File: config.mk
export PLATFORM = sky130hd
export DESIGN_NAME = jam_solver
export DESIGN_NICKNAME = d
export VERILOG_FILES = /design/src/rtl/jam_pkg.sv /design/src/rtl/jam_next_perm.sv /design/src/rtl/jam_solver.sv
export SDC_FILE = /design/constraint.sdc
export NUM_CORES = 1
export LEC_CHECK = 0
export CORE_MARGIN = 4
export CORE_UTILIZATION = 31
export CTS_CLUSTER_SIZE = 30
export DETAILED_ROUTE_END_ITERATION = 8
export PLACE_DENSITY = 0.58
export SYNTH_ARGS = -nofsm -noshare
export SYNTH_HDL_FRONTEND = slang
export SYNTH_SLANG_ARGS = --single-unit
export TNS_END_PERCENT = 20
File: constraint.sdc
create_clock -name CLK -period 8.5 [get_ports CLK]
set_clock_uncertainty 0.1 [all_clocks]
set_input_delay 1.7 -clock CLK [delete_from_list [all_inputs] [get_ports CLK]]
set_output_delay 1.7 -clock CLK [all_outputs]
set_load 0.03 [all_outputs]
File: src/rtl/jam_pkg.sv
`default_nettype none
// ============================================================================
//  Module      : jam_pkg
//  Description : Shared types and helpers for the jam_solver job-assignment
//                engine: FSM state encoding, optimisation mode constants and
//                width helpers for the worker index and cost-sum buses.
//  Revision    : 1.0 - initial release
// ============================================================================
package jam_pkg;

    typedef enum logic [2:0] {
        ST_IDLE = 3'd0,
        ST_LOAD = 3'd1,
        ST_CAL  = 3'd2,
        ST_NEXT = 3'd3,
        ST_DONE = 3'd4
    } state_t;

    localparam logic MODE_MIN = 1'b0;
    localparam logic MODE_MAX = 1'b1;

    // Width of a worker/job index for n workers.
    function automatic int iw_f(input int n);
        return $clog2(n);
    endfunction

    // Width of a total over n costs of cw bits; cannot overflow.
    function automatic int sw_f(input int n, input int cw);
        return cw + $clog2(n);
    endfunction

endpackage
`default_nettype wire

File: src/rtl/jam_next_perm.sv
`default_nettype none
// ============================================================================
//  Module      : jam_next_perm
//  Description : Combinational next-lexicographic-permutation generator.
//                i_perm[IW*k +: IW] holds element k. o_is_last is high when
//                i_perm is fully descending (N-1,...,0); o_next is then
//                meaningless.
//  Ports       : i_perm    - current permutation
//                o_next    - next permutation in lexicographic order
//                o_is_last - current permutation is the final one
//  Revision    : 1.0 - initial release
// ============================================================================
module jam_next_perm import jam_pkg::*; #(
    parameter int N = 8
) (
    input  logic [N*iw_f(N)-1:0] i_perm,
    output logic [N*iw_f(N)-1:0] o_next,
    output logic                 o_is_last
);
    localparam int IW = iw_f(N);

    logic [IW-1:0] w_p [N];
    logic [IW-1:0] w_q [N];
    int            w_pivot;
    int            w_succ;
    logic          w_found;
    logic          w_sfound;

    always_comb begin
        for (int k = 0; k < N; k++) begin
            w_p[k] = i_perm[IW*k +: IW];
        end

        // Pivot: rightmost position followed by a larger element.
        w_pivot = 0;
        w_found = 1'b0;
        for (int i = N-2; i >= 0; i--) begin
            if (!w_found && (w_p[i] < w_p[i+1])) begin
                w_pivot = i;
                w_found = 1'b1;
            end
        end

        // The suffix after the pivot is descending, so the rightmost element
        // larger than the pivot is also the smallest such element.
        w_succ   = N-1;
        w_sfound = 1'b0;
        for (int j = N-1; j >= 1; j--) begin
            if (!w_sfound && (j > w_pivot) && (w_p[j] > w_p[w_pivot])) begin
                w_succ   = j;
                w_sfound = 1'b1;
            end
        end

        for (int k = 0; k < N; k++) begin
            w_q[k] = w_p[k];
        end
        w_q[w_pivot] = w_p[w_succ];
        w_q[w_succ]  = w_p[w_pivot];

        // Reverse the suffix to make it ascending.
        o_next = '0;
        for (int k = 0; k < N; k++) begin
            if (k <= w_pivot) begin
                o_next[IW*k +: IW] = w_q[k];
            end else begin
                o_next[IW*k +: IW] = w_q[N + w_pivot - k];
            end
        end

        o_is_last = !w_found;
    end

endmodule
`default_nettype wire

File: src/rtl/jam_solver.sv
`default_nettype none
// ============================================================================
//  Module      : jam_solver
//  Description : Exhaustive job-assignment solver. Walks all N! worker->job
//                permutations in lexicographic order, one cost per cycle from
//                an external combinational cost ROM, and reports the optimum
//                total (min or max), the number of optimal permutations
//                (saturating) and the lexicographically first optimum.
//  Ports       : CLK, RST        - clock, synchronous active-high reset
//                Start, Mode     - run request, 0=minimise 1=maximise
//                W, J, Cost      - cost ROM address (worker, job) and data
//                Busy, Valid     - run in progress / results valid
//                MinCost, MatchCount, BestPerm - results
//  Revision    : 1.0 - initial release
// ============================================================================
module jam_solver import jam_pkg::*; #(
    parameter int N   = 8,
    parameter int CW  = 7,
    parameter int MCW = 16
) (
    input  logic                   CLK,
    input  logic                   RST,
    input  logic                   Start,
    input  logic                   Mode,
    output logic [iw_f(N)-1:0]     W,
    output logic [iw_f(N)-1:0]     J,
    input  logic [CW-1:0]          Cost,
    output logic                   Busy,
    output logic                   Valid,
    output logic [sw_f(N,CW)-1:0]  MinCost,
    output logic [MCW-1:0]         MatchCount,
    output logic [N*iw_f(N)-1:0]   BestPerm
);
    localparam int            IW     = iw_f(N);
    localparam int            SW     = sw_f(N, CW);
    localparam logic [IW-1:0] W_LAST = IW'(N-1);

    state_t          r_state;
    state_t          w_state_nxt;
    logic            r_busy;
    logic            r_valid;
    logic [N*IW-1:0] r_perm;
    logic [N*IW-1:0] w_ident;
    logic [N*IW-1:0] w_next_perm;
    logic            w_is_last;
    logic [IW-1:0]   r_w;
    logic [SW-1:0]   r_acc;
    logic [SW-1:0]   w_total;
    logic            r_first;
    logic            r_mode;
    logic [SW-1:0]   r_min;
    logic [MCW-1:0]  r_cnt;
    logic [N*IW-1:0] r_best;
    logic            w_start_ok;
    logic            w_better;

    generate
        for (genvar g = 0; g < N; g++) begin : g_ident
            assign w_ident[IW*g +: IW] = IW'(g);
        end
    endgenerate

    jam_next_perm #(.N(N)) u_next_perm (
        .i_perm    (r_perm),
        .o_next    (w_next_perm),
        .o_is_last (w_is_last)
    );

    assign w_start_ok = Start && ((r_state == ST_IDLE) || (r_state == ST_DONE));
    assign w_total    = r_acc + SW'(Cost);
    assign w_better   = (r_mode == MODE_MAX) ? (w_total > r_min) : (w_total < r_min);

    // ---------------------------------------------------------------- FSM
    always_ff @(posedge CLK) begin
        if (RST) begin
            r_state <= ST_IDLE;
            r_busy  <= 1'b0;
            r_valid <= 1'b0;
        end else begin
            r_state <= w_state_nxt;
            r_busy  <= (w_state_nxt == ST_LOAD) || (w_state_nxt == ST_CAL) ||
                       (w_state_nxt == ST_NEXT);
            r_valid <= (w_state_nxt == ST_DONE);
        end
    end

    always_comb begin
        w_state_nxt = r_state;
        case (r_state)
            ST_IDLE, ST_DONE: if (Start) w_state_nxt = ST_LOAD;
            ST_LOAD:          w_state_nxt = ST_CAL;
            ST_CAL: begin
                if (r_w == W_LAST) begin
                    w_state_nxt = w_is_last ? ST_DONE : ST_NEXT;
                end
            end
            ST_NEXT:          w_state_nxt = ST_CAL;
            default:          w_state_nxt = ST_IDLE;
        endcase
    end

    // ----------------------------------------------------------- datapath
    always_ff @(posedge CLK) begin
        if (RST) begin
            r_perm  <= w_ident;
            r_w     <= '0;
            r_acc   <= '0;
            r_first <= 1'b1;
            r_mode  <= MODE_MIN;
            r_min   <= '1;
            r_cnt   <= '0;
            r_best  <= w_ident;
        end else begin
            if (w_start_ok) begin
                r_mode <= Mode;
            end
            case (r_state)
                ST_LOAD: begin
                    r_perm  <= w_ident;
                    r_w     <= '0;
                    r_acc   <= '0;
                    r_first <= 1'b1;
                    r_cnt   <= '0;
                    r_min   <= '1;
                    r_best  <= w_ident;
                end
                ST_CAL: begin
                    if (r_w == W_LAST) begin
                        // End of permutation: score the full total.
                        r_w    <= '0;
                        r_acc  <= '0;
                        r_perm <= w_next_perm;
                        if (r_first || w_better) begin
                            r_min   <= w_total;
                            r_cnt   <= MCW'(1);
                            r_best  <= r_perm;
                            r_first <= 1'b0;
                        end else if ((w_total == r_min) && (r_cnt != '1)) begin
                            r_cnt <= r_cnt + 1'b1;
                        end
                    end else begin
                        r_w   <= r_w + 1'b1;
                        r_acc <= w_total;
                    end
                end
                default: ;
            endcase
        end
    end

    assign W          = r_w;
    assign J          = r_perm[IW*r_w +: IW];
    assign Busy       = r_busy;
    assign Valid      = r_valid;
    assign MinCost    = r_min;
    assign MatchCount = r_cnt;
    assign BestPerm   = r_best;

endmodule
`default_nettype wire

==> metrics.csv <==
stage;metric;value;unit
synthesis;Syn Nets;1089;
synthesis;Synth top area share;24.3;%
floorplanning;Initial Util;31.7;%
setup_path;Worst setup SP type;flip-flop;
cts;Worst-path clk slew;0.08;ns
synthesis;Top FF cell, synth;dfxtp_1;
setup_path;largest delay contributor family on the critical path;compound AO/OA/AOI/OAI gates;
synthesis;#FFs+latches synth;94;
synthesis;top post-synthesis cells by area;dfxtp_1 24%, ha_1 9.6%, a21oi_1 7.0%;
grt;vias in the first global route;7766;
place;port bufs;68;
synthesis;Synth Warn #;0;
setup_path;Worst Path Arrival;7.48;ns
synthesis;Avg Cell Area, Syn;7.59;um2
timing;Slew headroom;30.3;%
power;peak supply drop;0.129;mV
floorplanning;core footprint;24400;um2
synthesis;Post-Syn Area;7730;um2
setup_path;Worst Path Max Fanout;14;
synthesis;EDFF count, synth;0;
power;power after layout;0.00111;W
routing;wire per inst;21.5;um
synthesis;Netlist cell types;81;
timing;fin crit share;86.4;%
routing;DRT Pass-1 Iters;6;
cts;total CTS buffers;9;
power;Power Density;123;nW/um2
routing;Routed WL;29800;um
cts;clock sink total;94;
synthesis;ys async rst share;0;%
setup_path;reg-to-reg setup timing slack;1.15;ns
floorplanning;row count;57;
timing;# setup viols final;0;
cts;Post-CTS Resized;0;
layout;# fillers;2529;
routing;antenna-violating nets left;0;
place;post-DP HPWL;22300;um
setup_path;Buf/Inv on CP;5;
layout;Design Area, Final;9020;um2
cts;H-Tree Depth;3;
place;placed inst area;8720;um2
grt;largest net degree at the start of global routing;40;
timing;setup TNS;0;ns
timing;Pins Over Slew Limit;0;
layout;layout cells sized above 1;8.08;%
layout;Antenna diodes;0;
routing;overall via count from detail_route;8173;
timing;Worst Tran Pin Value;1.05;ns
routing;Vias/cell;5.89;
setup_path;Critical Path RT;8.63;ns
timing;maximum clock frequency;136;MHz
layout;Layout area overhead;16.7;%
floorplanning;IO Count;69;
synthesis;Seq/Total Area, Yosys;24.3;%
layout;fin nets;1130;
floorplanning;Die X;166;um
worst_hold_path;worst min path class;reg2reg;
grt;global-route wire length before repair;45500;um
grt;initial antenna violation count;0;
setup_path;Crit. End Element;flip-flop;
run;number of max-cap violations;0;
cts;TritonCTS clock tree;built;
timing;RSZ-0062 raised after global routing;no;
cts;Clock Tree Buf Depth;2;
cts;# hold bufs at CTS;0;
setup_path;Crit Path Category;reg2reg;
routing;initial DRC count;870;
cts;clk_lat worst skew;0.36;ns
floorplanning;die height;166;um
cts;postcts setup bufs;0;
routing;DRC Markers;0;
floorplanning;die area;27500;um2
place;Placer Congestion;1.00;
power;Leak;3.62;nW
grt;GRT overflow;0;
setup_path;slowest stage delay, CP;0.71;ns
grt;gr usage total;20.7;%
timing;final worst path period need;7.35;ns
setup_path;slowest CP cell;a31oi_1;
synthesis;synthesized instance count;1018;
status;status;finished, final reports clean;
timing;Hold Fails Final Rpt;0;
synthesis;largest area contributor in the netlist;dfxtp_1;
cts;Root Driver;clkbuf_16;
==> layer usage <==
metal | vias to the layer above | global-route usage, % | share of wire [%]
met5 | - | 0 | 0
met3 | 68 | 4.83 | 9.0
met4 | 0 | 7.89 | 3.4
met1 | 3863 | 27.3 | 43
li1 | 3824 | - | -
met2 | 418 | 33.0 | 44
==> worst paths after layout <==
kind | from | endpoint | cells after the start
hold reg to reg | BestPerm[5] | BestPerm[5] | 2
hold / removal | BestPerm[5] | BestPerm[5] | 2
setup reg to reg | r_perm[22] | r_perm[14] | 27
setup / recovery | r_perm[22] | r_perm[14] | 27
==> layout by cell type, fill, tap and decap left out, types with 11 or more instances in the layout <==
master and count:
buf_4 23, mux4_2 12, xor2_1 13, o22ai_1 16, mux2_2 11, nor3_1 28, ha_1 59, inv_1 54
nand3_1 30, mux2i_1 28, o21ai_0 52, dfxtp_1 94, a22oi_1 16, clkdlybuf4s50_1 68, nor2_1 113, a211oi_1 12
a21oi_1 108, o211ai_1 11, nand2_1 112
==> power by group <==
group / total (W) / leakage [nW] / switching [W] / internal, W
sequential: 0.000451 / 0.760 / 0.00000674 / 0.000445
combinational: 0.000227 / 2.71 / 0.000147 / 0.0000800
clock: 0.000427 / 0.144 / 0.000218 / 0.000209
total: 0.00111 / 3.62 / 0.000372 / 0.000734
==> state kept, by name, summed over array words and instances (netlist names), 3 cells and up <==
signal      cells
r_perm         24
MatchCount     16
BestPerm       24
r_acc          10
r_state         3
W               3
MinCost        10
==> cells by family after synthesis <==
group / count (synthesis) / synth area share, %
fa+ha+maj: 60 / 9.81
buf+inv: 117 / 6.22
xor+xnor: 21 / 2.38
simple gates: 349 / 20.4
mux: 52 / 8.92
flops: 94 / 24.3
compound gates: 325 / 27.9
==> Yosys cell counts, drive strengths merged, types with 11 or more instances <==
cell type / number
nor3: 28
nor2b: 11
o22ai: 17
a22oi: 16
o211ai: 12
a21oi: 109
inv: 55
nand2: 112
mux2i: 28
clkbuf: 46
ha: 59
a211oi: 12
buf: 15
nand3: 31
mux4: 12
nor2: 113
o21ai: 60
dfxtp: 94
xor2: 13
mux2: 12
==> per-stage QoR <==
| stage | cells | util (%) | hold slack, ns | setup slack (ns) |
|---|---|---|---|---|
| after floorplan | 1018 | - | 0.346 | 2.58 |
| after global placement | 1372 | 35.7 | 0.336 | 1.49 |
| after detailed placement | 1372 | 35.7 | 0.348 | 1.50 |
| after CTS | 1388 | 37.0 | 0.366 | 1.45 |
| after global routing | 1388 | 37.0 | 0.383 | 0.857 |
| final | 1388 | 37.0 | 0.361 | 1.15 |
==> area by class of cell <==
class	count	area (um2)	share of cell area, %
Clock inverter	7	75.1	0.833
Sequential cell	94	1880	20.9
Tap cell	324	405	4.50
Clock buffer	9	225	2.50
Multi-Input combinational cell	807	5370	59.5
Timing Repair Buffer	91	853	9.46
Inverter	56	210	2.33
==> worst register-to-register path: stages, from the launching register on <==
cell and delay, ns:
dfxtp_1 0.68, inv_1 0.32, ha_1 0.27, a21oi_1 0.17, o21ai_1 0.16, and2_1 0.17, a21o_1 0.17, inv_1 0.20
buf_4 0.26, nor2_1 0.06, a21oi_1 0.18, a211oi_1 0.10, a31oi_1 0.71, buf_4 0.29, ha_1 0.26, nand2_1 0.10
o22ai_1 0.08, a221o_1 0.36, a21oi_1 0.36, and2_1 0.26, and2_0 0.17, buf_4 0.23, a221oi_1 0.17, nor2_1 0.14
a2bb2oi_1 0.56, mux2i_1 0.31, o21ai_0 0.24, a22oi_1 0.12
Power figures use the tool's default switching activity.
